===== config.mk =====
export PLATFORM = sky130hd
export DESIGN_NAME = shrink_queue_v2
export DESIGN_NICKNAME = d
export VERILOG_FILES = /design/src/rtl/shrink_queue_v2.sv
export SDC_FILE = /design/constraint.sdc
export NUM_CORES = 1
export LEC_CHECK = 0
export BUFFER_PORTS_ARGS = -buffer_cell sky130_fd_sc_hd__buf_2
export CELL_PAD_IN_SITES_DETAIL_PLACEMENT = 0
export CELL_PAD_IN_SITES_GLOBAL_PLACEMENT = 1
export CORE_UTILIZATION = 50
export CTS_CLUSTER_DIAMETER = 200
export DETAILED_ROUTE_END_ITERATION = 10
export HOLD_SLACK_MARGIN = 0.02
export PLACE_DENSITY_LB_ADDON = 0.1
export SLEW_MARGIN = 20
export SYNTH_ARGS = -nofsm -noshare
export SYNTH_HDL_FRONTEND = slang
export SYNTH_SLANG_ARGS = --single-unit

===== constraint.sdc =====
create_clock -name clk -period 3.5 [get_ports clk]
set_input_delay 0.35 -clock clk [delete_from_list [all_inputs] [get_ports clk]]
set_output_delay 0.35 -clock clk [all_outputs]
set_load 0.03 [all_outputs]

===== src/rtl/shrink_queue_v2.sv =====
// Width-down converter: buffers wide beats in a DEPTH-entry ring and emits
// them as a stream of narrow words, honouring per-beat word counts and last.
module shrink_queue_v2 #(
  parameter int IN_WIDTH  = 512,
  parameter int OUT_WIDTH = 32,
  parameter int DEPTH     = 2,
  parameter int MSB_FIRST = 0,
  localparam int MAX      = IN_WIDTH / OUT_WIDTH,
  localparam int CW       = $clog2(MAX + 1)
) (
  input  logic                 clk,
  input  logic                 reset,
  input  logic [IN_WIDTH-1:0]  din,
  input  logic [CW-1:0]        din_words,
  input  logic                 din_last,
  input  logic                 vld_in,
  output logic                 rdy_upward,
  output logic [OUT_WIDTH-1:0] dout,
  output logic                 dout_last,
  output logic                 vld_out,
  input  logic                 rdy_downward
);

  localparam int PW = (DEPTH > 1) ? $clog2(DEPTH) : 1;
  localparam int NW = $clog2(DEPTH + 1);

  typedef enum logic {IDLE, STREAM} state_t;

  logic [IN_WIDTH-1:0] mem_data  [DEPTH];
  logic [CW-1:0]       mem_words [DEPTH];
  logic                mem_last  [DEPTH];

  logic [PW-1:0] wr_ptr, rd_ptr;
  logic [NW-1:0] count;
  logic [CW-1:0] idx;
  logic          rdy_en;
  state_t        state, state_next;

  logic          push, pop, xfer, word_end;
  logic [CW-1:0] words_norm, head_words, sel;

  // rdy_en holds rdy_upward low during reset and until the first clock after release
  assign rdy_upward = rdy_en && (count != NW'(DEPTH));
  assign push       = vld_in && rdy_upward;
  assign head_words = mem_words[rd_ptr];
  assign word_end   = (idx == head_words - 1'b1);
  assign xfer       = vld_out && rdy_downward;
  assign pop        = xfer && word_end;
  assign words_norm = (din_words == '0 || din_words > CW'(MAX)) ? CW'(MAX) : din_words;

  always_ff @(posedge clk or negedge reset) begin
    if (!reset) begin
      for (int i = 0; i < DEPTH; i++) begin
        mem_data[i]  <= '0;
        mem_words[i] <= '0;
        mem_last[i]  <= 1'b0;
      end
      wr_ptr <= '0;
      rd_ptr <= '0;
      count  <= '0;
      idx    <= '0;
      rdy_en <= 1'b0;
    end else begin
      rdy_en <= 1'b1;
      if (push) begin
        mem_data[wr_ptr]  <= din;
        mem_words[wr_ptr] <= words_norm;
        mem_last[wr_ptr]  <= din_last;
        wr_ptr <= (wr_ptr == PW'(DEPTH - 1)) ? '0 : wr_ptr + 1'b1;
      end
      if (pop) begin
        rd_ptr <= (rd_ptr == PW'(DEPTH - 1)) ? '0 : rd_ptr + 1'b1;
      end
      case ({push, pop})
        2'b10:   count <= count + 1'b1;
        2'b01:   count <= count - 1'b1;
        default: count <= count;
      endcase
      if (xfer) begin
        idx <= word_end ? '0 : idx + 1'b1;
      end
    end
  end

  always_ff @(posedge clk or negedge reset) begin
    if (!reset) state <= IDLE;
    else        state <= state_next;
  end

  always_comb begin
    state_next = state;
    case (state)
      IDLE:    if (push) state_next = STREAM;
      STREAM:  if (pop && !push && count == NW'(1)) state_next = IDLE;
      default: state_next = IDLE;
    endcase
  end

  always_comb begin
    sel       = (MSB_FIRST != 0) ? (CW'(MAX - 1) - idx) : idx;
    vld_out   = (count != '0);
    dout      = mem_data[rd_ptr][sel*OUT_WIDTH +: OUT_WIDTH];
    dout_last = vld_out && mem_last[rd_ptr] && word_end;
  end

endmodule


; Word-level counts from Yosys, hierarchy flattened
; Index checks and enable logic that the tools add are counted.
[totals]
ff_bits = 1046
input_bits = 522
output_inout_bits = 35
wordCells = 62
[op_classes]
n_addsub = 6
n_lt_le_gt_ge = 4
n_eq_ne = 4
shifts = 1
mux = 23
bitwise = 2
n_reduce_logical = 11
[op_table]
columns = op, n
row1 = two-way mux 512 bit, 4
row2 = bitwise mux 1024 bit, 1
row3 = demux 512 bit (select 1 bit), 1
row4 = indexed part select 512 x 11 -> 32 bit, 1
row5 = two-way mux 5 bit, 6
row6 = bitwise mux 10 bit, 1
row7 = logical AND 1 bit, 7
row8 = two-way mux 1 bit, 6
row9 = adder 5 x 1 -> 5 bit (second input constant), 1
row10 = demux 5 bit (select 1 bit), 1
row11 = == test 5 bit, 1
row12 = > comparator 5 bit (second input constant), 1
row13 = logical NOT 5 bit, 1
row14 = subtractor 5 x 1 -> 5 bit (second input constant), 1
row15 = greater-or-equal comparator 2 bit (second input constant), 2
row16 = NOT 1 -> 2 bit, 2
row17 = one-hot mux 2 bit (2 select lines), 1
row18 = nonzero test 2 bit, 2
row19 = adder 1 bit (second input constant), 2
row20 = adder 2 x 1 -> 2 bit (second input constant), 1
row21 = bitwise mux 2 bit, 1
row22 = == test 2 x 1 -> 1 bit (second input constant), 1
row23 = == test 2 bit (second input constant), 1
row24 = < comparator 2 x 1 -> 1 bit (second input constant), 1
row25 = 4 further kinds, 4

; Longest topological paths before layout
[logic_depth]
ltp_word = 9
depth_mapped = 15
ltp_nobuf = 11

; Least setup slack after synthesis
; Ideal clock, no wire load.
[synth_path]
path_type = register to output
start = register rd_ptr
end = output port dout[12]
arrival_ns = 2.928
required_ns = 3.150
path_slack_ns = 0.222
path_stages_with_launch = 8
n_path_buf = 4
cell_sequence = dfrtp_1 -> buf_4 -> buf_6 -> buf_6 -> buf_4 -> mux4_2 -> mux2i_1 -> a2111oi_0
[synth_via]
elab_chain_len = 5
[synth_rtl]
columns = element, line
row1 = from (decl), 33  ; logic [PW-1:0] wr_ptr, rd_ptr;
row2 = from (signal assigned), 72  ; rd_ptr <= (rd_ptr == PW'(DEPTH - 1)) ? '0 : rd_ptr + 1'b1;
row3 = NOT 1 -> 2 bit (not written as such), 102  ; dout = mem_data[rd_ptr][sel*OUT_WIDTH +: OUT_WIDTH];
row4 = two-way mux 512 bit (not written as such) (3 in a row), 102
row5 = indexed part select 512 x 11 -> 32 bit, 102
row6 = to (decl), 18  ; output logic [OUT_WIDTH-1:0] dout,
; No other way between the ends. The select of a mux whose other input is x is not followed.

; Final worst setup path
[layout_path]
start = register rd_ptr
end = output port dout[25]
; Same word-level chain as after synthesis.

==> impl_metrics.csv <==
group,metric,value,unit
layout,mostFrequentLayoutCell,"dfrtp_1",
routing,post_drt_wl_per_cell,25.2,um
synth,ys.flop_type,"dfrtp_1",
timing,rsz0062_at_grt,"true",
worst_setup_path,critPathSlowestCell,"mux4_2",
layout,syn2layout_area_growth,31.7,%
timing,clock_skew,0.0202,ns
pwr,power_density,933,nW/um^2
place,dp_cells,4560,
worst_setup_path,cp_cell_sequence,"buf_12 > clkbuf_16 > buf_16 > buf_16 > mux4_2 > mux4_2 > o21ai_2 > nor3_1 > buf_4",
synth,avgSynthCellArea,16.5,sq um
global_route,grt_first_pass_wirelength,205000,um
routing,via_count,30000,
die,ioPinCount,557,
place,io_buffers,556,
synth,synth_edf_count,0,
timing,final-hold-violation-count,0,
clock_network,cts_tree,"done",
die,initial_core_util,50.4,%
routing,route.detailed.drc,0,
die,rows,112,
die,die_h,309,um
routing,ant_nets,0,
outcome,failed_checks,"negative setup slack",
timing,clock.fmax,0.272,GHz
timing,relSlewSlack,35.3,%
run,cap_violations,0,
place,gp_congestion,0.840,
place,dp_hpwl,93600,um
timing,fin_ws,-0.179,ns
synth,syn_nets,3380,
timing,finalSetupViolCount,32,
global_route,grt-ovfl-total,0,
timing,finalMaxSlewViolations,0,
die,die_x,309,um
die,core-area,93300,sq um
layout,drive_above_1_share,30.5,%
worst_setup_path,required,3.15,ns
routing,via_per_inst,5.59,
global_route,grt_max_degree,121,
clock_network,clk_latency,0.69,ns
pwr,finalPower,57.8,mW
worst_setup_path,worst-setup-path-type,"flop to output pin",
layout,fillers,6646,
pwr,leakage,26.7,nW
clock_network,clk_pin_slew_worst_paths,0.06,ns
layout,seqCellArea,26200,sq um
worst_setup_path,cp-end-kind,"output pin",
pwr,vdd_ir_drop_max,477,uV
routing,routed_wl,135000,um
hold_path,holdCritPathClass,"input pin to flop",
synth,ys_ff_latch,1046,
worst_setup_path,worst-path-buf-inv,5,
synth,yosysSeqAreaShare,55.6,%
global_route,grt_usage,28.8,%
routing,drtPass1Iterations,7,
layout,stdcell_count,5359,
global_route,antenna_found_initial,45,
routing,drt_iter0_markers,1867,
layout,postLayoutCoreUtil,66.4,%
global_route,first_global_vias,33100,
clock_network,htree_num_levels,3,
synth,async_reset_ff_share,100,%
synth,syn-cell-area,47000,sq um
clock_network,root_buffer,"clkbuf_16",
clock_network,cts.path.max_buffers,3,
clock_network,cts.sinks,1046,
synth,ys_types,37,
timing,min_period,3.68,ns
worst_setup_path,worst_setup_path_start_kind,"flop",
die,die-area,95300,sq um
timing,tightest_slew,0.970,ns
worst_setup_path,arrival,3.33,ns
synth,yosysWarnings,0,
layout,multi_input_area,20100,sq um
layout,layout.nets,4505,
worst_setup_path,critPathMaxStageDelay,0.61,ns
layout,final_cell_mix,"1040 x dfrtp_1, 1026 x mux2_1, 525 x buf_2",
outcome,status,"finished with violations",
clock_network,cts_made_buffers,111,
worst_setup_path,critPathTopFamily,"multiplexers",
worst_setup_path,path_max_fanout,10,
synth,syn_inst,2854,
timing,min_period_over_period,105,%
## layout make-up
cell class | count | area share, %
Multi-Input combinational cell | 1597 | 32.5
Antenna cell | 33 | 0.133
Sequential cell | 1046 | 42.3
Inverter | 3 | 0.0182
Timing Repair Buffer | 1220 | 16.3
Tap cell | 1254 | 2.53
Clock buffer | 165 | 5.48
Clock inverter | 41 | 0.776
## synthesized netlist by cell type (all sizes together) (3+ instances only)
master | n | share of area (%)
nor2b | 33 | 0.44
nand2b | 5 | 0.066
mux2i | 38 | 0.81
dfrtp | 1046 | 56
nor3b | 4 | 0.064
xnor2 | 6 | 0.11
o22ai | 7 | 0.093
buf | 159 | 1.8
nor3 | 30 | 0.32
a211oi | 32 | 0.51
ha | 4 | 0.11
xor2 | 4 | 0.074
nand2 | 49 | 0.39
nand3 | 4 | 0.043
clkbuf | 49 | 0.39
o21ai | 42 | 0.45
mux4 | 283 | 14
a2111oi | 5 | 0.093
mux2 | 1036 | 25
nor2 | 4 | 0.037
inv | 3 | 0.024
or2 | 4 | 0.053
## worst min-delay path, cell delays in order
cell	delay (ns)
buf_2	0.09
inv_1	0.07
ha_1	0.18
o21ai_1	0.08
## repair_timing
item | CTS | global route
hold buffers | 521 | 0
cloned | 5 | 7
buffers inserted | 8 | 22
setup endpoints to repair | 33 | 33
resized for setup | 88 | 42
pin swaps | 2 | 11
hold endpoints to repair | 1100 | 0
## cell families (layout without fill, tap and decap cells)
logic type | count (synthesis) | after routing | synth area share, %
AND/OR/NAND/NOR | 134 | 134 | 1.43
buffers and inverters | 211 | 1429 | 2.23
XOR/XNOR | 10 | 10 | 0.186
flip-flops | 1046 | 1046 | 55.6
adder cells (fa/ha/maj) | 4 | 4 | 0.106
AO/OA/AOI/OAI | 91 | 91 | 1.25
other | 1 | 34 | 0.00797
multiplexers | 1357 | 1357 | 39.2
## stage by stage
step,instance area [sq um],setup TNS (ns),worst slack [ns],hold slack [ns]
after floorplan,47000,0,0.222,0.0544
after global placement,51700,0,0.240,0.468
after detailed placement,51700,0,0.215,0.475
after CTS,61400,-3.60,-0.219,0.112
after global routing,61900,-6.41,-0.280,0.174
final,62000,-3.55,-0.179,0.160
## worst paths after layout
path,startpoint,to,slack (ns),depth (start not counted)
worst min-delay path,din_words[4],mem_words[4],0.16,4
worst min register to register,mem_data[563],mem_data[563],0.48,1
worst max-delay path,rd_ptr,dout[25],-0.18,9
max in group asynchronous,reset,mem_data[554],2.01,3
min in group asynchronous,reset,mem_data[437],0.35,2
worst max register to register,rd_ptr,count[1],0.33,17
## where the power goes
group / total [mW] / internal [mW] / switching (mW)
Combinational: 23.8 / 12.4 / 11.4
Clock: 12.3 / 7.41 / 4.86
Sequential: 21.7 / 18.3 / 3.41
Total: 57.8 / 38.1 / 19.7
## state kept, by name (all words and copies together) (netlist names)
signal / count
idx: 5
wr_ptr: 1
count: 2
rdy_en: 1
mem_words: 10
rd_ptr: 1
mem_data: 1024
mem_last: 2
## routing by layer
| metal | track usage, % | routed length, um | part of all wire [%] | vias to the layer above |
|---|---|---|---|---|
| li1 | - | - | - | 13000 |
| met1 | 39.2 | 56700 | 42 | 16000 |
| met2 | 46.5 | 65900 | 49 | 740 |
| met3 | 5.97 | 8430 | 6.2 | 205 |
| met4 | 9.24 | 3870 | 2.9 | 32 |
| met5 | 0 | 218 | 0.16 | - |
(Power assumes the default switching activity.)
